[src/rtl/sys_ctrl_if.sv]
// sys_ctrl_if: bus between the UART command controller and its RX/TX, register file and ALU neighbours.
interface sys_ctrl_if #(
  parameter int DATA_W    = 8,
  parameter int ADDR_W    = 4,
  parameter int FUN_W     = 4,
  parameter int ALU_OUT_W = 16
);
  logic [DATA_W-1:0]    RX_P_DATA;
  logic                 RX_D_VLD;
  logic [DATA_W-1:0]    RdData;
  logic                 RdData_Valid;
  logic [ALU_OUT_W-1:0] ALU_OUT;
  logic                 OUT_Valid;
  logic                 TX_BUSY;
  logic                 ALU_EN;
  logic [FUN_W-1:0]     ALU_FUN;
  logic                 CLK_EN;
  logic [ADDR_W-1:0]    Address;
  logic                 WrEn;
  logic                 RdEn;
  logic [DATA_W-1:0]    WrData;
  logic [DATA_W-1:0]    TX_P_DATA;
  logic                 TX_D_VLD;
  logic                 clk_div_en;
  logic                 FRAME_ERR;
  modport master (
    input  RX_P_DATA, RX_D_VLD, RdData, RdData_Valid, ALU_OUT, OUT_Valid, TX_BUSY,
    output ALU_EN, ALU_FUN, CLK_EN, Address, WrEn, RdEn, WrData, TX_P_DATA, TX_D_VLD,
           clk_div_en, FRAME_ERR
  );
  modport slave (
    output RX_P_DATA, RX_D_VLD, RdData, RdData_Valid, ALU_OUT, OUT_Valid, TX_BUSY,
    input  ALU_EN, ALU_FUN, CLK_EN, Address, WrEn, RdEn, WrData, TX_P_DATA, TX_D_VLD,
           clk_div_en, FRAME_ERR
  );
endinterface

[src/rtl/sys_ctrl_gen.sv]
// sys_ctrl_gen: decodes framed UART commands into register-file writes/reads and ALU operations,
// returning read data and ALU results over UART_TX, LSB byte first.
module sys_ctrl_gen #(
  parameter int                 DATA_W    = 8,
  parameter int                 ADDR_W    = 4,
  parameter int                 FUN_W     = 4,
  parameter int                 ALU_OUT_W = 16,
  parameter logic [2**FUN_W-1:0] WIDE_MASK = 16'h0004,
  parameter int                 TIMEOUT   = 1023,
  parameter logic [DATA_W-1:0]  CMD_WR    = 8'hAA,
  parameter logic [DATA_W-1:0]  CMD_RD    = 8'hBB,
  parameter logic [DATA_W-1:0]  CMD_OP    = 8'hCC,
  parameter logic [DATA_W-1:0]  CMD_NOP   = 8'hDD
) (
  input logic       CLK,
  input logic       RST,
  sys_ctrl_if.master bus
);
  localparam int NBYTES = ALU_OUT_W / DATA_W;
  localparam int CW     = $clog2(NBYTES + 1);
  localparam int TW     = $clog2(TIMEOUT + 2);

  typedef enum logic [3:0] {
    IDLE, WR_ADDR, WR_DATA, RD_ADDR, RD_WAIT, OP_A, OP_B, FUN, ALU_WAIT, TX_SEND
  } state_t;

  state_t               state_q, state_d;
  logic [ADDR_W-1:0]    addr_q, addr_d;
  logic [DATA_W-1:0]    wdata_q, wdata_d;
  logic                 wr_en_q, wr_en_d;
  logic                 rd_en_q, rd_en_d;
  logic                 alu_en_q, alu_en_d;
  logic [FUN_W-1:0]     fun_q, fun_d;
  logic                 clk_en_q, clk_en_d;
  logic [ALU_OUT_W-1:0] buf_q, buf_d;
  logic [CW-1:0]        cnt_q, cnt_d;
  logic [DATA_W-1:0]    tx_data_q, tx_data_d;
  logic                 tx_vld_q, tx_vld_d;
  logic                 err_q, err_d;
  logic                 div_en_q, div_en_d;
  logic [TW-1:0]        tmo_q, tmo_d;

  logic              rx, is_cmd, strobe, tmo_run, tmo_hit, send, rd_load, alu_load, wr_fire, alu_go;
  logic [DATA_W-1:0] b;

  always_comb begin
    rx       = bus.RX_D_VLD;
    b        = bus.RX_P_DATA;
    is_cmd   = b == CMD_WR || b == CMD_RD || b == CMD_OP || b == CMD_NOP;
    strobe   = rx || bus.RdData_Valid || bus.OUT_Valid;
    tmo_run  = state_q != IDLE && state_q != TX_SEND;
    tmo_hit  = TIMEOUT != 0 && tmo_run && !strobe && tmo_q == TW'(TIMEOUT - 1);
    // one idle cycle after every strobe guarantees the 2-cycle minimum spacing
    send     = state_q == TX_SEND && !bus.TX_BUSY && !tx_vld_q;
    rd_load  = state_q == RD_WAIT && bus.RdData_Valid;
    alu_load = state_q == ALU_WAIT && bus.OUT_Valid;
    wr_fire  = rx && (state_q == WR_DATA || state_q == OP_A || state_q == OP_B);
    alu_go   = rx && state_q == FUN;
  end

  always_ff @(posedge CLK or negedge RST) begin
    if (!RST) begin
      state_q   <= IDLE;
      addr_q    <= '0;
      wdata_q   <= '0;
      wr_en_q   <= 1'b0;
      rd_en_q   <= 1'b0;
      alu_en_q  <= 1'b0;
      fun_q     <= '0;
      clk_en_q  <= 1'b0;
      buf_q     <= '0;
      cnt_q     <= '0;
      tx_data_q <= '0;
      tx_vld_q  <= 1'b0;
      err_q     <= 1'b0;
      div_en_q  <= 1'b0;
      tmo_q     <= '0;
    end else begin
      state_q   <= state_d;
      addr_q    <= addr_d;
      wdata_q   <= wdata_d;
      wr_en_q   <= wr_en_d;
      rd_en_q   <= rd_en_d;
      alu_en_q  <= alu_en_d;
      fun_q     <= fun_d;
      clk_en_q  <= clk_en_d;
      buf_q     <= buf_d;
      cnt_q     <= cnt_d;
      tx_data_q <= tx_data_d;
      tx_vld_q  <= tx_vld_d;
      err_q     <= err_d;
      div_en_q  <= div_en_d;
      tmo_q     <= tmo_d;
    end
  end

  always_comb begin
    state_d = state_q;
    case (state_q)
      IDLE:     if (rx) state_d = b == CMD_WR ? WR_ADDR : b == CMD_RD ? RD_ADDR :
                                  b == CMD_OP ? OP_A : b == CMD_NOP ? FUN : IDLE;
      WR_ADDR:  if (rx) state_d = WR_DATA;
      WR_DATA:  if (rx) state_d = IDLE;
      RD_ADDR:  if (rx) state_d = RD_WAIT;
      RD_WAIT:  if (bus.RdData_Valid) state_d = TX_SEND;
      OP_A:     if (rx) state_d = OP_B;
      OP_B:     if (rx) state_d = FUN;
      FUN:      if (rx) state_d = ALU_WAIT;
      ALU_WAIT: if (bus.OUT_Valid) state_d = TX_SEND;
      TX_SEND:  if (send && cnt_q == CW'(1)) state_d = IDLE;
      default:  state_d = IDLE;
    endcase
    if (tmo_hit) state_d = IDLE;
  end

  always_comb begin
    addr_d    = (rx && (state_q == WR_ADDR || state_q == RD_ADDR)) ? b[ADDR_W-1:0] :
                (rx && state_q == OP_B) ? ADDR_W'(1) :
                (rx && (state_q == OP_A || (state_q == IDLE && b == CMD_OP))) ? '0 : addr_q;
    wdata_d   = wr_fire ? b : wdata_q;
    wr_en_d   = wr_fire;
    rd_en_d   = rx && state_q == RD_ADDR;
    alu_en_d  = alu_go;
    fun_d     = alu_go ? b[FUN_W-1:0] : fun_q;
    // the ALU clock stays on until its result has been fully shifted out
    clk_en_d  = state_d == FUN || state_d == ALU_WAIT || (state_d == TX_SEND && clk_en_q);
    buf_d     = rd_load ? ALU_OUT_W'(bus.RdData) : alu_load ? bus.ALU_OUT :
                send ? buf_q >> DATA_W : buf_q;
    cnt_d     = rd_load ? CW'(1) : alu_load ? (WIDE_MASK[fun_q] ? CW'(NBYTES) : CW'(1)) :
                send ? cnt_q - CW'(1) : cnt_q;
    tx_data_d = send ? buf_q[DATA_W-1:0] : tx_data_q;
    tx_vld_d  = send;
    err_d     = (rx && state_q == IDLE && !is_cmd) ||
                (rx && (state_q == RD_WAIT || state_q == ALU_WAIT || state_q == TX_SEND)) || tmo_hit;
    div_en_d  = 1'b1;
    tmo_d     = (!tmo_run || strobe || state_d != state_q) ? '0 : tmo_q + TW'(1);
  end

  assign bus.ALU_EN     = alu_en_q;
  assign bus.ALU_FUN    = fun_q;
  assign bus.CLK_EN     = clk_en_q;
  assign bus.Address    = addr_q;
  assign bus.WrEn       = wr_en_q;
  assign bus.RdEn       = rd_en_q;
  assign bus.WrData     = wdata_q;
  assign bus.TX_P_DATA  = tx_data_q;
  assign bus.TX_D_VLD   = tx_vld_q;
  assign bus.clk_div_en = div_en_q;
  assign bus.FRAME_ERR  = err_q;
endmodule

[src/flat_wrapper.sv]
// flat-port wrapper written by rule: the top's interface ports become plain ports
module sys_ctrl_gen_flat 
#(
  parameter int                 DATA_W    = 8,
  parameter int                 ADDR_W    = 4,
  parameter int                 FUN_W     = 4,
  parameter int                 ALU_OUT_W = 16,
  parameter logic [2**FUN_W-1:0] WIDE_MASK = 16'h0004,
  parameter int                 TIMEOUT   = 1023,
  parameter logic [DATA_W-1:0]  CMD_WR    = 8'hAA,
  parameter logic [DATA_W-1:0]  CMD_RD    = 8'hBB,
  parameter logic [DATA_W-1:0]  CMD_OP    = 8'hCC,
  parameter logic [DATA_W-1:0]  CMD_NOP   = 8'hDD
)
  (CLK, RST, bus_RX_P_DATA, bus_RX_D_VLD, bus_RdData, bus_RdData_Valid, bus_ALU_OUT, bus_OUT_Valid, bus_TX_BUSY, bus_ALU_EN, bus_ALU_FUN, bus_CLK_EN, bus_Address, bus_WrEn, bus_RdEn, bus_WrData, bus_TX_P_DATA, bus_TX_D_VLD, bus_clk_div_en, bus_FRAME_ERR);
  sys_ctrl_if #(.DATA_W(DATA_W), .ADDR_W(ADDR_W), .FUN_W(FUN_W), .ALU_OUT_W(ALU_OUT_W)) bus_i ();
  input logic CLK;
  input logic RST;
  input wire logic [$bits(bus_i.RX_P_DATA)-1:0] bus_RX_P_DATA;
  input wire logic [$bits(bus_i.RX_D_VLD)-1:0] bus_RX_D_VLD;
  input wire logic [$bits(bus_i.RdData)-1:0] bus_RdData;
  input wire logic [$bits(bus_i.RdData_Valid)-1:0] bus_RdData_Valid;
  input wire logic [$bits(bus_i.ALU_OUT)-1:0] bus_ALU_OUT;
  input wire logic [$bits(bus_i.OUT_Valid)-1:0] bus_OUT_Valid;
  input wire logic [$bits(bus_i.TX_BUSY)-1:0] bus_TX_BUSY;
  output wire logic [$bits(bus_i.ALU_EN)-1:0] bus_ALU_EN;
  output wire logic [$bits(bus_i.ALU_FUN)-1:0] bus_ALU_FUN;
  output wire logic [$bits(bus_i.CLK_EN)-1:0] bus_CLK_EN;
  output wire logic [$bits(bus_i.Address)-1:0] bus_Address;
  output wire logic [$bits(bus_i.WrEn)-1:0] bus_WrEn;
  output wire logic [$bits(bus_i.RdEn)-1:0] bus_RdEn;
  output wire logic [$bits(bus_i.WrData)-1:0] bus_WrData;
  output wire logic [$bits(bus_i.TX_P_DATA)-1:0] bus_TX_P_DATA;
  output wire logic [$bits(bus_i.TX_D_VLD)-1:0] bus_TX_D_VLD;
  output wire logic [$bits(bus_i.clk_div_en)-1:0] bus_clk_div_en;
  output wire logic [$bits(bus_i.FRAME_ERR)-1:0] bus_FRAME_ERR;
  assign bus_i.RX_P_DATA = bus_RX_P_DATA;
  assign bus_i.RX_D_VLD = bus_RX_D_VLD;
  assign bus_i.RdData = bus_RdData;
  assign bus_i.RdData_Valid = bus_RdData_Valid;
  assign bus_i.ALU_OUT = bus_ALU_OUT;
  assign bus_i.OUT_Valid = bus_OUT_Valid;
  assign bus_i.TX_BUSY = bus_TX_BUSY;
  assign bus_ALU_EN = bus_i.ALU_EN;
  assign bus_ALU_FUN = bus_i.ALU_FUN;
  assign bus_CLK_EN = bus_i.CLK_EN;
  assign bus_Address = bus_i.Address;
  assign bus_WrEn = bus_i.WrEn;
  assign bus_RdEn = bus_i.RdEn;
  assign bus_WrData = bus_i.WrData;
  assign bus_TX_P_DATA = bus_i.TX_P_DATA;
  assign bus_TX_D_VLD = bus_i.TX_D_VLD;
  assign bus_clk_div_en = bus_i.clk_div_en;
  assign bus_FRAME_ERR = bus_i.FRAME_ERR;
  sys_ctrl_gen #(.DATA_W(DATA_W), .ADDR_W(ADDR_W), .FUN_W(FUN_W), .ALU_OUT_W(ALU_OUT_W), .WIDE_MASK(WIDE_MASK), .TIMEOUT(TIMEOUT), .CMD_WR(CMD_WR), .CMD_RD(CMD_RD), .CMD_OP(CMD_OP), .CMD_NOP(CMD_NOP)) u_core (.CLK(CLK), .RST(RST), .bus(bus_i));
endmodule
[config.mk]
export PLATFORM = sky130hd
export DESIGN_NAME = sys_ctrl_gen_flat
export DESIGN_NICKNAME = d
export VERILOG_FILES = /design/src/rtl/sys_ctrl_if.sv /design/src/rtl/sys_ctrl_gen.sv /design/src/flat_wrapper.sv
export SDC_FILE = /design/constraint.sdc
export NUM_CORES = 1
export LEC_CHECK = 0
export CORE_UTILIZATION = 51
export CTS_CLUSTER_SIZE = 10
export DETAILED_ROUTE_END_ITERATION = 7
export PLACE_DENSITY = 0.8
export REMOVE_ABC_BUFFERS = 1
export SLEW_MARGIN = 40
export SYNTH_ARGS = -nofsm -noshare
export SYNTH_HDL_FRONTEND = slang
export SYNTH_SLANG_ARGS = --single-unit
[constraint.sdc]
create_clock -name CLK -period 2.1 [get_ports CLK]
set_clock_uncertainty 0.05 [all_clocks]
set_input_delay 0.42 -clock CLK [delete_from_list [all_inputs] [get_ports CLK]]
set_output_delay 0.42 -clock CLK [all_outputs]
set_load 0.03 [all_outputs]
After elaboration in Yosys (flattened, before gate mapping)
Memories as Yosys holds them, arrays and structs flattened.
Cells that the tools add are included.
W data, S select, Z words.
- magnitude comparators: 1
- $add $sub $neg: 2
- reduce and logical (&&, ||, !) cells: 45
- muxes and demuxes: 28
- eq/ne operators: 20
- operators with widths (kind ; number):
    $mux W4 ; 17
    $mux W16 ; 3
    $pmux W4 S10 ; 1
    $eq A8 B8 Y1 const B ; 4
    $eq A4 B3 Y1 const B ; 5
    $logic_and A1 B1 Y1 ; 19
    $logic_or A1 B1 Y1 ; 17
    $eq A4 B4 Y1 const B ; 4
    $add A11 B1 Y11 const B ; 1
    $eq A11 B10 Y1 const B ; 1
    $mux W11 ; 1
    $eq A4 B2 Y1 const B ; 2
    $mux W2 ; 4
    $reduce_bool A3 Y1 ; 2
    $logic_not A1 Y1 ; 5
    $lt A4 B5 Y1 const B ; 1
    $eq A4 B1 Y1 const B ; 1
    $logic_not A4 Y1 ; 1
    $ne A4 B4 Y1 ; 1
    $ne A4 B4 Y1 const B ; 1
    $reduce_bool A4 Y1 ; 1
    $mux W3 ; 1
    $eq A2 B1 Y1 const B ; 1
    $sub A2 B1 Y2 const B ; 1
    $mux W1 ; 1
- output and inout port bits: 31
- input bits: 38
- register bits: 64
- ROM bits: 16
- word-level logic and storage cells: 112
- memories kept: 1
- memory list (memory ; depth ; width ; read ports ; clocked after memory_dff ; wr ports ; line ; RTL):
    (no name shown) ; 16 ; 1 ; 1 ; 0 ; 0 ; sys_ctrl_gen.sv:129 ; cnt_d = rd_load ? CW'(1) : alu_load ? (WIDE_MASK[fun_q] ? CW'(NBYTES) : CW'(1)) :

Logic depth before layout (Yosys ltp)
Gate-level depths: netlist (run 1).
- word-level depth: 11
- depth in mapped cells: 9
- depth with buffers taken out: 8

Worst setup path after synthesis (run 1)
OpenSTA, ideal clock, no wires.
- path kind: input to register
- from: input bus_RX_D_VLD
- to: register u_core.tmo_q[9]
- stages on the path: 8
- path buffers: 2
- library setup time: 121 ps
- required time: 1929 ps
- setup slack: 122 ps
- arrival time: 1807 ps
- cells stage by stage: buf_6 or3_4 nor4_4 nand2_1 a21oi_2 o21a_2 buf_6 nor3_2
- longest elaborated chain between the ends: 9
- elaborated cells between the ends (all ways): 18
- those cells by class: 1 x eq/ne; 10 x mux; 7 x reduce/logical
- RTL lines (element ; line ; RTL):
    from (decl) ; flat_wrapper.sv:20 ; input wire logic [$bits(bus_i.RX_D_VLD)-1:0] bus_RX_D_VLD;
    branches (longest 7 deep; another with $pmux W4 S10) ; n/a ;
    $logic_or A1 B1 Y1 (*) ; sys_ctrl_gen.sv:136 ; tmo_d = (!tmo_run || strobe || state_d != state_q) ? '0 : tmo_q + TW'(1);
    $mux W11 (*) ; sys_ctrl_gen.sv:136 ;
    named net u_core.tmo_d[9] ; sys_ctrl_gen.sv:41 ; logic [TW-1:0] tmo_q, tmo_d;
    to (signal assigned) ; sys_ctrl_gen.sv:93 ; tmo_q <= tmo_d;
    to (decl) ; sys_ctrl_gen.sv:41 ;
Mark *: on every way through the listed nets, which the timed path passes.
A chain may end at the register's enable or synchronous reset.

Worst setup path in the final report (run 1)
- from: input bus_OUT_Valid
- to: register u_core.tmo_q[2]
- longest elaborated chain between the ends: 8
- elaborated cells between the ends (all ways): 11
- those cells by class: 1 x eq/ne; 4 x mux; 6 x reduce/logical
- RTL lines (element ; line ; RTL):
    from (decl) ; flat_wrapper.sv:24 ; input wire logic [$bits(bus_i.OUT_Valid)-1:0] bus_OUT_Valid;
    branches (longest 6 deep; another with $pmux W4 S10) ; n/a ;
    $logic_or A1 B1 Y1 (*) ; sys_ctrl_gen.sv:136 ;
    $mux W11 (*) ; sys_ctrl_gen.sv:136 ;
    named net u_core.tmo_d[2] ; sys_ctrl_gen.sv:41 ;
Marks and branches as above.

==> metrics.yaml, run 1 <==
synthesis:
  synth-seq-cells: 64
  avgSynthCellArea_sq_um: 10.71
  synth_area_sq_um: 3159
  yosysSeqAreaShare_pct: 50.69
  synth_flop_cell: "dfrtp_1"
  async_reset_ff_share_pct: 100.0
  netlist_instances: 295
  synth-edff-count: 0
  yosys_warnings: 0
  ys_types: 57
detailed_routing:
  wl_um: 7777
  drt_iter0_markers: 174
  routed.top_layer: "met4"
  drc: 0
  drt-met1-wl_um: 3192
  dr.pass1.iters: 4
  via_count: 2737
  wl_met2_um: 3863
  vias_per_cell: 5.690
  met3WireLength_um: 572
  ant_nets: 0
  wl_per_cell_um: 16.17
placement:
  place_ws_ns: -0.4689
  gp_congestion: 0.9315
  port_buffers: 68
  place_hpwl_um: 5599
sta:
  fin_crit_sh_pct: 97.79
  fin_ws_ns: 0.04647
  tightestPinTransition_ns: 0.5715
  max_slew_margin_pct: 61.58
  setup_violations: 0
  clock.fmax_ghz: 0.4870
  grt_setup_unrepaired: "no"
  fin_setup_tns_ns: 0
  hold_viol: 1
  min_period_ns: 2.054
  report.final.slew_viol_count: 0
  fin_hold_ws_ns: -0.0005910
global_routing:
  grt_usage_pct: 25.63
  antenna_found_initial: 0
  gr-total-overflow: 0
  grt_pass1_vias: 2685
  grt_pass1_wl_um: 12410
  grt_max_degree: 25
worst_setup_path:
  r2r_cells: 7
  crit_start: "bus_OUT_Valid"
  worstSetupStartpointType: "primary input"
  endpoint: "u_core.tmo_q[2]$_DFF_PN0_"
  path_cells: "clkdlybuf4s50_1, nand3b_1, a211o_1, o21ai_0, a311oi_2, o21a_2, buf_12, nor3_2"
  endpoint_kind: "flop"
  cp.arrival_ns: 2.26
  required_ns: 2.31
  cp_max_fo: 10
  timing.rr.end: "u_core.tmo_q[2]$_DFF_PN0_"
  rr_startpoint: "u_core.state_q[1]$_DFF_PN0_"
  path_class: "in -> reg"
  ff2ff_setup_slack_ns: 0.05
  max_stage_delay_ns: 0.50
  slowest_stage: "clkdlybuf4s50_1"
hold_path:
  hold_class: "in -> async"
power:
  p_int_uw: 3185
  switching_share_pct: 37.06
  cellPowerDensity_nw_per_um2: 1142
  power.net_switching_uw: 1875
  pwr-share-seq_pct: 37.1
  p_leak_uw: 0.001989
  clkPwrFrac_pct: 19.9
  p_total_uw: 5060
  pwr-share-comb_pct: 43.0
  ir_drop_uv: 634.2
floorplanning:
  die_h_um: 80.71
  fp-row-count: 28
  start_util_pct: 53.05
  ios: 69
  fp.dieArea_sq_um: 6513
  fp.dieW_um: 80.71
  core_region_area_sq_um: 5956
run:
  drv_cap: 0
finish:
  drive_above_1_share_pct: 25.37
  final-seq-area_sq_um: 1607
  multi_input_area_sq_um: 1471
  fill_cells: 420
  area_growth_pct: 40.28
  nNetsFinal: 443
  antennaDiodeCount: 0
cts:
  cts_sinks: 64
  clock_latency_ns: 0.34
  clk_path_buf_depth: 2
  cts_hold_buf: 0
  cts.clk_slew.worst_paths_ns: 0.07
  numCtsBuffers: 9
  root_buffer: "clkbuf_8"
  htreeDepth: 3
  cts_tree: "done"
outcome:
  status: "finished, violations left"
  violations: "hold timing"
worst min-delay path by stage:
stage,to,slack (ns),depth (start not counted)
after floorplan,u_core.buf_q[0]$_DFFE_PN0P_,0.07,0
after global placement,u_core.bus.RdEn$_DFF_PN0_,0.38,1
after detailed placement,u_core.bus.RdEn$_DFF_PN0_,0.38,1
after CTS,u_core.bus.Address[2]$_DFFE_PN0P_,0.01,1
after global routing,u_core.bus.RdEn$_DFF_PN0_,0.03,1
final,u_core.bus.RdEn$_DFF_PN0_,-0.0006,1
through the flow:
step           instance area, sq um  utilization (%)  instances  hold WS, ns
6_report                       4432            74.41        481   -0.0005910
2_1_floorplan                  3057                -        281      0.07441
4_1_cts                        4372            73.40        478      0.01074
5_1_grt                        4432            74.41        481      0.03117
3_5_place_dp                   4169            70.00        463       0.3781
3_3_place_gp                   4169            70.00        463       0.3751
placed cells by master, fill, tap and decap left out, drive strengths merged, types with 8 or more instances in the layout:
| cell | instances |
|---|---|
| inv | 8 |
| nor3 | 17 |
| mux2 | 12 |
| dfrtp | 64 |
| nand2 | 41 |
| a21oi | 15 |
| a22oi | 9 |
| a22o | 12 |
| clkdlybuf4s50 | 64 |
| clkbuf | 14 |
| o21ai | 15 |
| nor2 | 21 |
| buf | 41 |
synthesized netlist by cell type, drive strengths merged, types with 2 or more instances:
| cell | instances | share of area [%] |
|---|---|---|
| mux2 | 12 | 4.3 |
| or3 | 2 | 0.55 |
| and2 | 4 | 0.79 |
| nor4b | 2 | 0.55 |
| clkbuf | 6 | 1.1 |
| nor2 | 21 | 2.7 |
| a21oi | 15 | 2.5 |
| nand3b | 2 | 0.48 |
| xor2 | 6 | 1.7 |
| and4 | 2 | 0.63 |
| buf | 8 | 2.1 |
| a31oi | 5 | 0.99 |
| dfrtp | 64 | 51 |
| a22o | 12 | 3.3 |
| nand3 | 6 | 0.95 |
| nand4 | 4 | 0.79 |
| nand2 | 41 | 4.9 |
| a311oi | 2 | 0.55 |
| nand4bb | 2 | 1.2 |
| o21ai | 15 | 2.4 |
| ha | 3 | 1.2 |
| inv | 8 | 0.95 |
| nor3 | 17 | 4.6 |
| nand2b | 3 | 0.59 |
| a22oi | 9 | 2.1 |
| xnor2 | 5 | 1.4 |
worst max-delay path: cells and delay by family:
family | cells | cell delay (ns)
AOI/OAI and AO/OA | 4 | 0.87
buffers and inverters | 2 | 0.65
and+or+nand+nor | 2 | 0.31
power groups by stage:
stage | clock [uW] | sequential (uW) | combinational [uW]
2_1_floorplan | 0 | 2180 | 846
3_3_place_gp | 0 | 1860 | 2040
3_5_place_dp | 0 | 1870 | 2100
4_1_cts | 1030 | 1860 | 2120
5_1_grt | 1080 | 1930 | 2340
6_report | 1010 | 1880 | 2180
layout make-up:
type	instances	area share [%]
clock buffer	13	4.037
clock inverter	2	0.2823
inverter	9	0.7623
multi-input combinational	209	33.20
sequential	64	36.25
tap	75	2.117
timing repair buffer	109	23.35
sequential cells by signal, summed over array words and instances, names as in the netlist:
register,count
u_core.buf_q,16
u_core.tmo_q,11
u_core.bus.TX_P_DATA,8
u_core.bus.WrData,8
u_core.bus.ALU_FUN,4
u_core.bus.Address,4
u_core.state_q,4
u_core.cnt_q,2
u_core.bus.ALU_EN,1
u_core.bus.CLK_EN,1
u_core.bus.FRAME_ERR,1
u_core.bus.RdEn,1
u_core.bus.TX_D_VLD,1
u_core.bus.WrEn,1
u_core.bus.clk_div_en,1
logic make-up after synthesis:
family	Yosys count	synth area share, %
flip-flops	64	50.69
other	1	0.1187
AO/OA/AOI/OAI	66	14.61
adder cells (fa/ha/maj)	3	1.188
buffers and inverters	23	4.316
AND/OR/NAND/NOR	114	21.43
XOR/XNOR	11	3.049
multiplexers	13	4.594
metal layers:
| layer | GRT usage, % | vias to the layer above |
|---|---|---|
| li1 | - | 1267 |
| met1 | 32.14 | 1336 |
| met2 | 42.03 | 116 |
| met3 | 4.659 | 18 |
| met4 | 13.57 | 0 |
| met5 | 0 | - |
timing repair:
item                                    4_1_cts  5_1_grt
endpoints found under the hold margin         0        0
resized for setup                             4        9
gates cloned                                  0        1
buffers inserted                              0        2
endpoints found under the setup margin       12       12
pin swaps                                     2        5
(Power assumes the default switching activity.)
==> run 2, diff against run 1 <==
Clock period 2.1 ns to 1.9 ns, I/O delays scaled along.
==> run 2 against run 1 <==
  * The run ends with hold timing, setup timing left
  * Combinational power grew 25%
  * Via count grew 2.9%
  * Die area is the same
  * Sequential power grew 8%
  * Clock power grew 11%
  * Hold slack lost 0.0073 ns
  * Highest routed layer unchanged
==> metrics.yaml, run 2 (synthesis gave the netlist of run 1 again) <==
power:
  p_int_uw: 3695  # +16%
  pwr-share-seq_pct: 34.5  # -2.6 points
  p_total_uw: 5879  # +16%
  clkPwrFrac_pct: 19.1  # -0.8 points
  cellPowerDensity_nw_per_um2: 1284  # +12%
  ir_drop_uv: 916.0  # +44%
  p_leak_uw: 0.002074  # +4.3%
  pwr-share-comb_pct: 46.5  # +3.5 points
  power.net_switching_uw: 2184  # +16%
  switching_share_pct: 37.15  # +0.094 points
cts:
  clk_path_buf_depth: 2  # unchanged
  cts.clk_slew.worst_paths_ns: 0.07  # about the same
  root_buffer: "clkbuf_8"
  numCtsBuffers: 9  # unchanged
  cts_tree: "done"
  htreeDepth: 3  # unchanged
  cts_sinks: 64  # unchanged
  clock_latency_ns: 0.34  # about the same
  cts_hold_buf: 0  # unchanged
finish:
  reg_top3: "u_core.buf_q: 16 flops, u_core.tmo_q: 11 flops"
  fill_cells: 391  # -6.9%
  largest_reg_flops: 16  # unchanged
  largest-register: "u_core.buf_q"
  area_growth_pct: 44.87
  post-route-util_pct: 76.85  # +2.4 points
  drive_above_1_share_pct: 29.86  # +4.5 points
  final_cell_mix: "62 x dfrtp_1, 58 x clkdlybuf4s50_1, 51 x buf_4"
  antennaDiodeCount: 0  # unchanged
  nNetsFinal: 459  # +3.6%
  final_common_cell: "dfrtp_1"
sta:
  min_period_ns: 1.952
  tightestPinTransition_ns: 0.5217  # -0.04980 ns
  max_slew_margin_pct: 64.93  # +3.3 points
  hold_viol: 10  # +9
  report.final.slew_viol_count: 0  # unchanged
  fin_hold_ws_ns: -0.007919  # -0.007328 ns
  fin_crit_sh_pct: 102.7
  grt_setup_unrepaired: "yes"
  fin_ws_ns: -0.05168  # -0.09815 ns
  clock.fmax_ghz: 0.5124
  setup_violations: 12  # +12
floorplanning:
  core_region_area_sq_um: 5956  # unchanged
  fp.dieArea_sq_um: 6513  # unchanged
  fp.dieW_um: 80.71  # unchanged
  die_h_um: 80.71  # unchanged
  fp-row-count: 28  # unchanged
  start_util_pct: 53.05  # unchanged
  ios: 69  # unchanged
worst_setup_path:
  cp.arrival_ns: 2.16  # -0.10 ns
  r2r_cells: 6  # -1
  path_class: "reg -> reg"
  critical_path_depth: 6  # -2
  endpoint_kind: "flop"
  cpLargestDelayFamily: "simple AND/OR/NAND/NOR gates"
  ff2ff_setup_slack_ns: -0.05  # -0.10 ns
  max_stage_delay_ns: 0.49  # about the same
  path_buf_inv: 1  # -1
  slowest_stage: "or3b_4"
  cp_max_fo: 6  # -4
  crit_top_cell: "nor3_4"
  path_cells: "buf_4, nor3_4, o311ai_1, o21ai_1, or3b_4, nor3_4"
  worstSetupStartpointType: "flop"
  required_ns: 2.11  # -0.20 ns
detailed_routing:
  ant_nets: 0  # unchanged
  wl_per_cell_um: 16.46  # +1.8%
  drc: 0  # unchanged
  dr.pass1.iters: 4  # unchanged
  drt_iter0_markers: 206  # +18%
  vias_per_cell: 5.668  # -0.39%
  wl_um: 8181  # +5.2%
  via_count: 2817  # +2.9%
global_routing:
  grt_max_degree: 65  # +160%
  grt_pass1_vias: 2756  # +2.6%
  antenna_found_initial: 0  # unchanged
  grt_pass1_wl_um: 12990  # +4.6%
  gr-total-overflow: 0  # unchanged
  grt_usage_pct: 26.54  # +0.91 points
run:
  drv_cap: 0  # unchanged
outcome:
  status: "finished, violations left"
  violations: "hold timing, setup timing"
placement:
  place_ws_ns: -0.5943  # -0.1255 ns
  port_buffers: 68  # unchanged
  gp_congestion: 0.8612  # -7.5%
  place_hpwl_um: 5473  # -2.3%
hold_path:
  hold_class: "in -> async"
run 2: cell types whose count changed in the layout (fill, tap and decap cells not counted), moves of 2 or more:
cell	delta
o21ai_1	+3
dlymetal6s2s_1	-2
xnor2_1	-2
dfrtp_1	+2
buf_6	+3
clkdlybuf4s50_1	-6
nor3_4	+2
o21ai_0	-4
nor3_1	-2
xnor2_2	+2
dlygate4sd2_1	+7
buf_4	+15
dfrtp_2	-2
run 2: worst register-to-register path: cells and delay by family (launching register included):
family          cells  cell delay (ns)
flops               1             0.40
buf+inv             1             0.16
compound gates      2             0.30
simple gates        3             0.96
run 2: final cells by class:
cell class / count / area [sq um] / area share, %
clock buffers: 13 / 178.9 / 3.909
clock inverters: 2 / 12.51 / 0.2734
inverters: 9 / 33.78 / 0.7381
multi-input cells: 209 / 1516 / 33.13
flip-flops and latches: 64 / 1604 / 35.05
well taps: 75 / 93.84 / 2.050
repair buffers: 125 / 1137 / 24.85
run 2: worst paths after layout:
check                                                          from                             endpoint
worst max-delay path                    u_core.state_q[2]$_DFF_PN0_           u_core.tmo_q[10]$_DFF_PN0_
worst min-delay path                                            RST            u_core.tmo_q[8]$_DFF_PN0_
worst max register to register          u_core.state_q[2]$_DFF_PN0_           u_core.tmo_q[10]$_DFF_PN0_
worst min register to register  u_core.bus.TX_P_DATA[3]$_DFFE_PN0P_  u_core.bus.TX_P_DATA[3]$_DFFE_PN0P_
max in group asynchronous                                       RST          u_core.state_q[0]$_DFF_PN0_
min in group CLK                                       bus_RX_D_VLD       u_core.bus.FRAME_ERR$_DFF_PN0_
run 2: what timing repair did:
action	CTS	global route
pin swaps	13	11
setup buffers	1	8
setup endpoints to repair	23	28
endpoints found under the hold margin	0	0
gates cloned	1	0
resized for setup	27	12
run 2: stage by stage:
stage	TNS, ns	hold slack (ns)	cell area, sq um	std cells
6_report	-0.3248	-0.007919	4577	497
5_1_grt	-1.237	0.02072	4577	497
4_1_cts	-0.001030	0.007979	4489	489
3_5_place_dp	-16.90	0.3688	4224	472
3_3_place_gp	-15.38	0.3668	4224	472
2_1_floorplan	-2.436	0.03441	3057	281
run 2: routing by layer:
| metal | up-vias | part of all wire (%) | GRT usage [%] |
|---|---|---|---|
| met5 | - | 0 | 0 |
| met4 | 0 | 1.7 | 11.07 |
| met3 | 17 | 6.4 | 3.864 |
| met2 | 133 | 50 | 44.24 |
| met1 | 1371 | 42 | 34.56 |
| li1 | 1296 | - | - |
run 2: power by group through the flow:
| stage | combinational, uW | sequential (uW) | clock, uW |
|---|---|---|---|
| after floorplan | 935 | 2410 | 0 |
| after global placement | 2370 | 2010 | 0 |
| after detailed placement | 2450 | 2030 | 0 |
| after CTS | 2560 | 2030 | 1120 |
| after global routing | 2920 | 2070 | 1190 |
| final | 2730 | 2030 | 1120 |
==> run 3, diff against run 2 <==
Settings changed: CORE_UTILIZATION 51 to 54, PLACE_DENSITY 0.8 to 0.84.
Clock period 1.9 ns to 2.47 ns, I/O delays scaled along.
==> run 3 against run 2 <==
  * Via count down 5.5%
  * Sequential cell count is the same
  * Register-to-register slack improved by 0.27 ns
  * Clock power down 8%
  * Core utilization fell by 0.60 points
  * The run now ends clean
  * Setup slack gained 0.21 ns
  * Count of clock-buffer cells in the layout down 2
  * Non-clock buffer count shrank 34
  * First-iteration DRC count grew 22%
  * Die area fell by 5.4%
==> metrics.yaml, run 3 (synthesis gave the netlist of run 1 again) <==
finish:
  stdcell_count: 460  # -7.4%
  final_common_cell: "clkdlybuf4s50_1"
  post-route-util_pct: 76.25  # -0.60 points
  antennaDiodeCount: 0  # unchanged
  postLayoutCellArea_sq_um: 4250  # -7.1%
  fill_cells: 389  # -0.51%
  largest_reg_flops: 16  # unchanged
  drive_above_1_share_pct: 20.10  # -9.8 points
  reg_top3: "u_core.buf_q: 16 flops, u_core.tmo_q: 11 flops"
  final_cell_mix: "67 x clkdlybuf4s50_1, 64 x dfrtp_1, 41 x nand2_1"
  largest-register: "u_core.buf_q"
  nNetsFinal: 424  # -7.6%
  area_growth_pct: 34.53
worst_setup_path:
  cp.arrival_ns: 2.49  # +0.33 ns
  required_ns: 2.65  # +0.54 ns
  path_buf_inv: 2  # +1
  cp_max_fo: 11  # +5
  slowest_stage: "clkdlybuf4s50_1"
  path_cells: "clkdlybuf4s50_1, or3_4, nor4_4, a21oi_1, a21oi_2, o21a_2, buf_12, nor3_1"
  cpLargestDelayFamily: "simple AND/OR/NAND/NOR gates"
  max_stage_delay_ns: 0.53  # +0.04 ns
  worstSetupStartpointType: "primary input"
  endpoint_kind: "flop"
  path_class: "in -> reg"
global_routing:
  gr-total-overflow: 0  # unchanged
  grt_pass1_vias: 2514  # -8.8%
  antenna_found_initial: 0  # unchanged
  grt_usage_pct: 26.92  # +0.38 points
  grt_max_degree: 24  # -63%
  grt_pass1_wl_um: 12370  # -4.7%
sta:
  hold_viol: 0  # -10
  fin_crit_sh_pct: 93.74
  tightestPinTransition_ns: 0.6248  # +0.1031 ns
  clock.fmax_ghz: 0.4319
  report.final.slew_viol_count: 0  # unchanged
  max_slew_margin_pct: 57.99  # -6.9 points
  min_period_ns: 2.315
  fin_setup_tns_ns: 0  # +0.3248 ns
  setup_violations: 0  # -12
  grt_setup_unrepaired: "no"
power:
  cellPowerDensity_nw_per_um2: 1019  # -21%
  ir_drop_uv: 598.3  # -35%
  p_total_uw: 4329  # -26%
  p_leak_uw: 0.001885  # -9.1%
floorplanning:
  ios: 69  # unchanged
  core_region_area_sq_um: 5574  # -6.4%
  fp.dieW_um: 78.49  # -2.7%
  start_util_pct: 56.68  # +3.6 points
  fp.dieArea_sq_um: 6161  # -5.4%
  fp-row-count: 27  # -3.6%
  die_h_um: 78.49  # -2.7%
detailed_routing:
  drc: 0  # unchanged
  via_count: 2663  # -5.5%
  drt_iter0_markers: 251  # +22%
  vias_per_cell: 5.789  # +2.1%
  ant_nets: 0  # unchanged
  wl_um: 7536  # -7.9%
  wl_per_cell_um: 16.38  # -0.47%
  dr.pass1.iters: 4  # unchanged
placement:
  place_hpwl_um: 5322  # -2.8%
  place_inst: 444  # -5.9%
  gp_congestion: 0.9298  # +8.0%
  placed_cell_area_sq_um: 4020  # -4.8%
  port_buffers: 68  # unchanged
cts:
  cts_setup_buffers: 0  # -1
  cts_sinks: 64  # unchanged
  numCtsBuffers: 9  # unchanged
  cts_tree: "done"
  clock_latency_ns: 0.36  # +0.02 ns
  htreeDepth: 3  # unchanged
  cts_resized: 0  # -100%
  root_buffer: "clkbuf_8"
  cts_hold_buf: 0  # unchanged
  clk_path_buf_depth: 2  # unchanged
  cts.clk_slew.worst_paths_ns: 0.07  # about the same
run:
  drv_cap: 0  # unchanged
outcome:
  status: "finished, final reports clean"
hold_path:
  hold_class: "in -> async"
## run 3: cell types whose count changed in the layout (fill, tap and decap cells not counted), moves of 3 or more
cell	change
o21ai_1	-3
o21ai_0	+4
buf_6	-3
buf_4	-30
nor3_4	-3
clkdlybuf4s50_1	+9
dlygate4sd2_1	-8
## run 3: worst register-to-register path, stage by stage, from the launching register on
cell and delay [ns]:
dfrtp_1 0.72, nand3b_1 0.18, a211o_1 0.33, o21ai_0 0.11, a311oi_1 0.12, buf_4 0.18
or2_2 0.27, a22o_1 0.18
## run 3: cell type report
class | instances | area [sq um] | area share, %
Sequential cell | 64 | 1602 | 37.68
Tap cell | 72 | 90.09 | 2.120
Clock inverter | 5 | 78.83 | 1.855
Inverter | 9 | 33.78 | 0.7948
Clock buffer | 11 | 151.4 | 3.562
Timing Repair Buffer | 91 | 873.3 | 20.55
Multi-Input combinational cell | 208 | 1421 | 33.44
## run 3: final timing paths
kind | cells past startpoint | from | slack [ns] | end
max | 8 | bus_RX_D_VLD | 0.15 | u_core.tmo_q[10]$_DFF_PN0_
min | 1 | RST | 0.02 | u_core.state_q[2]$_DFF_PN0_
max reg2reg | 7 | u_core.state_q[3]$_DFF_PN0_ | 0.22 | u_core.bus.CLK_EN$_DFF_PN0_
min reg2reg | 2 | u_core.buf_q[0]$_DFFE_PN0P_ | 0.43 | u_core.bus.TX_P_DATA[0]$_DFFE_PN0P_
max in group asynchronous | 2 | RST | 1.70 | u_core.cnt_q[0]$_DFFE_PN0P_
min in group CLK | 2 | u_core.buf_q[0]$_DFFE_PN0P_ | 0.43 | u_core.bus.TX_P_DATA[0]$_DFFE_PN0P_
## run 3: per-layer routing
metal / share of wire (%) / global-route usage, % / up-vias
met3: 5.2 / 5.349 / 16
met4: 1.6 / 11.85 / 0
met5: 0 / 0 / -
met2: 51 / 44.74 / 106
met1: 43 / 34.10 / 1309
li1: - / - / 1232
## run 3: through the flow
stage	worst slack [ns]	hold slack, ns
floorplan	0.3994	0.1484
global placement	-0.06404	0.3979
CTS	0.1833	0.02676
finish	0.1546	0.02360
global route	0.02273	0.05401
detailed placement	-0.1681	0.4044
## run 3: report_power, final
part,internal [uW],total (uW),switching (uW),leakage (uW)
clock,621,1030,406,0.000119
sequential,1360,1620,267,0.000845
combinational,790,1680,890,0.000921
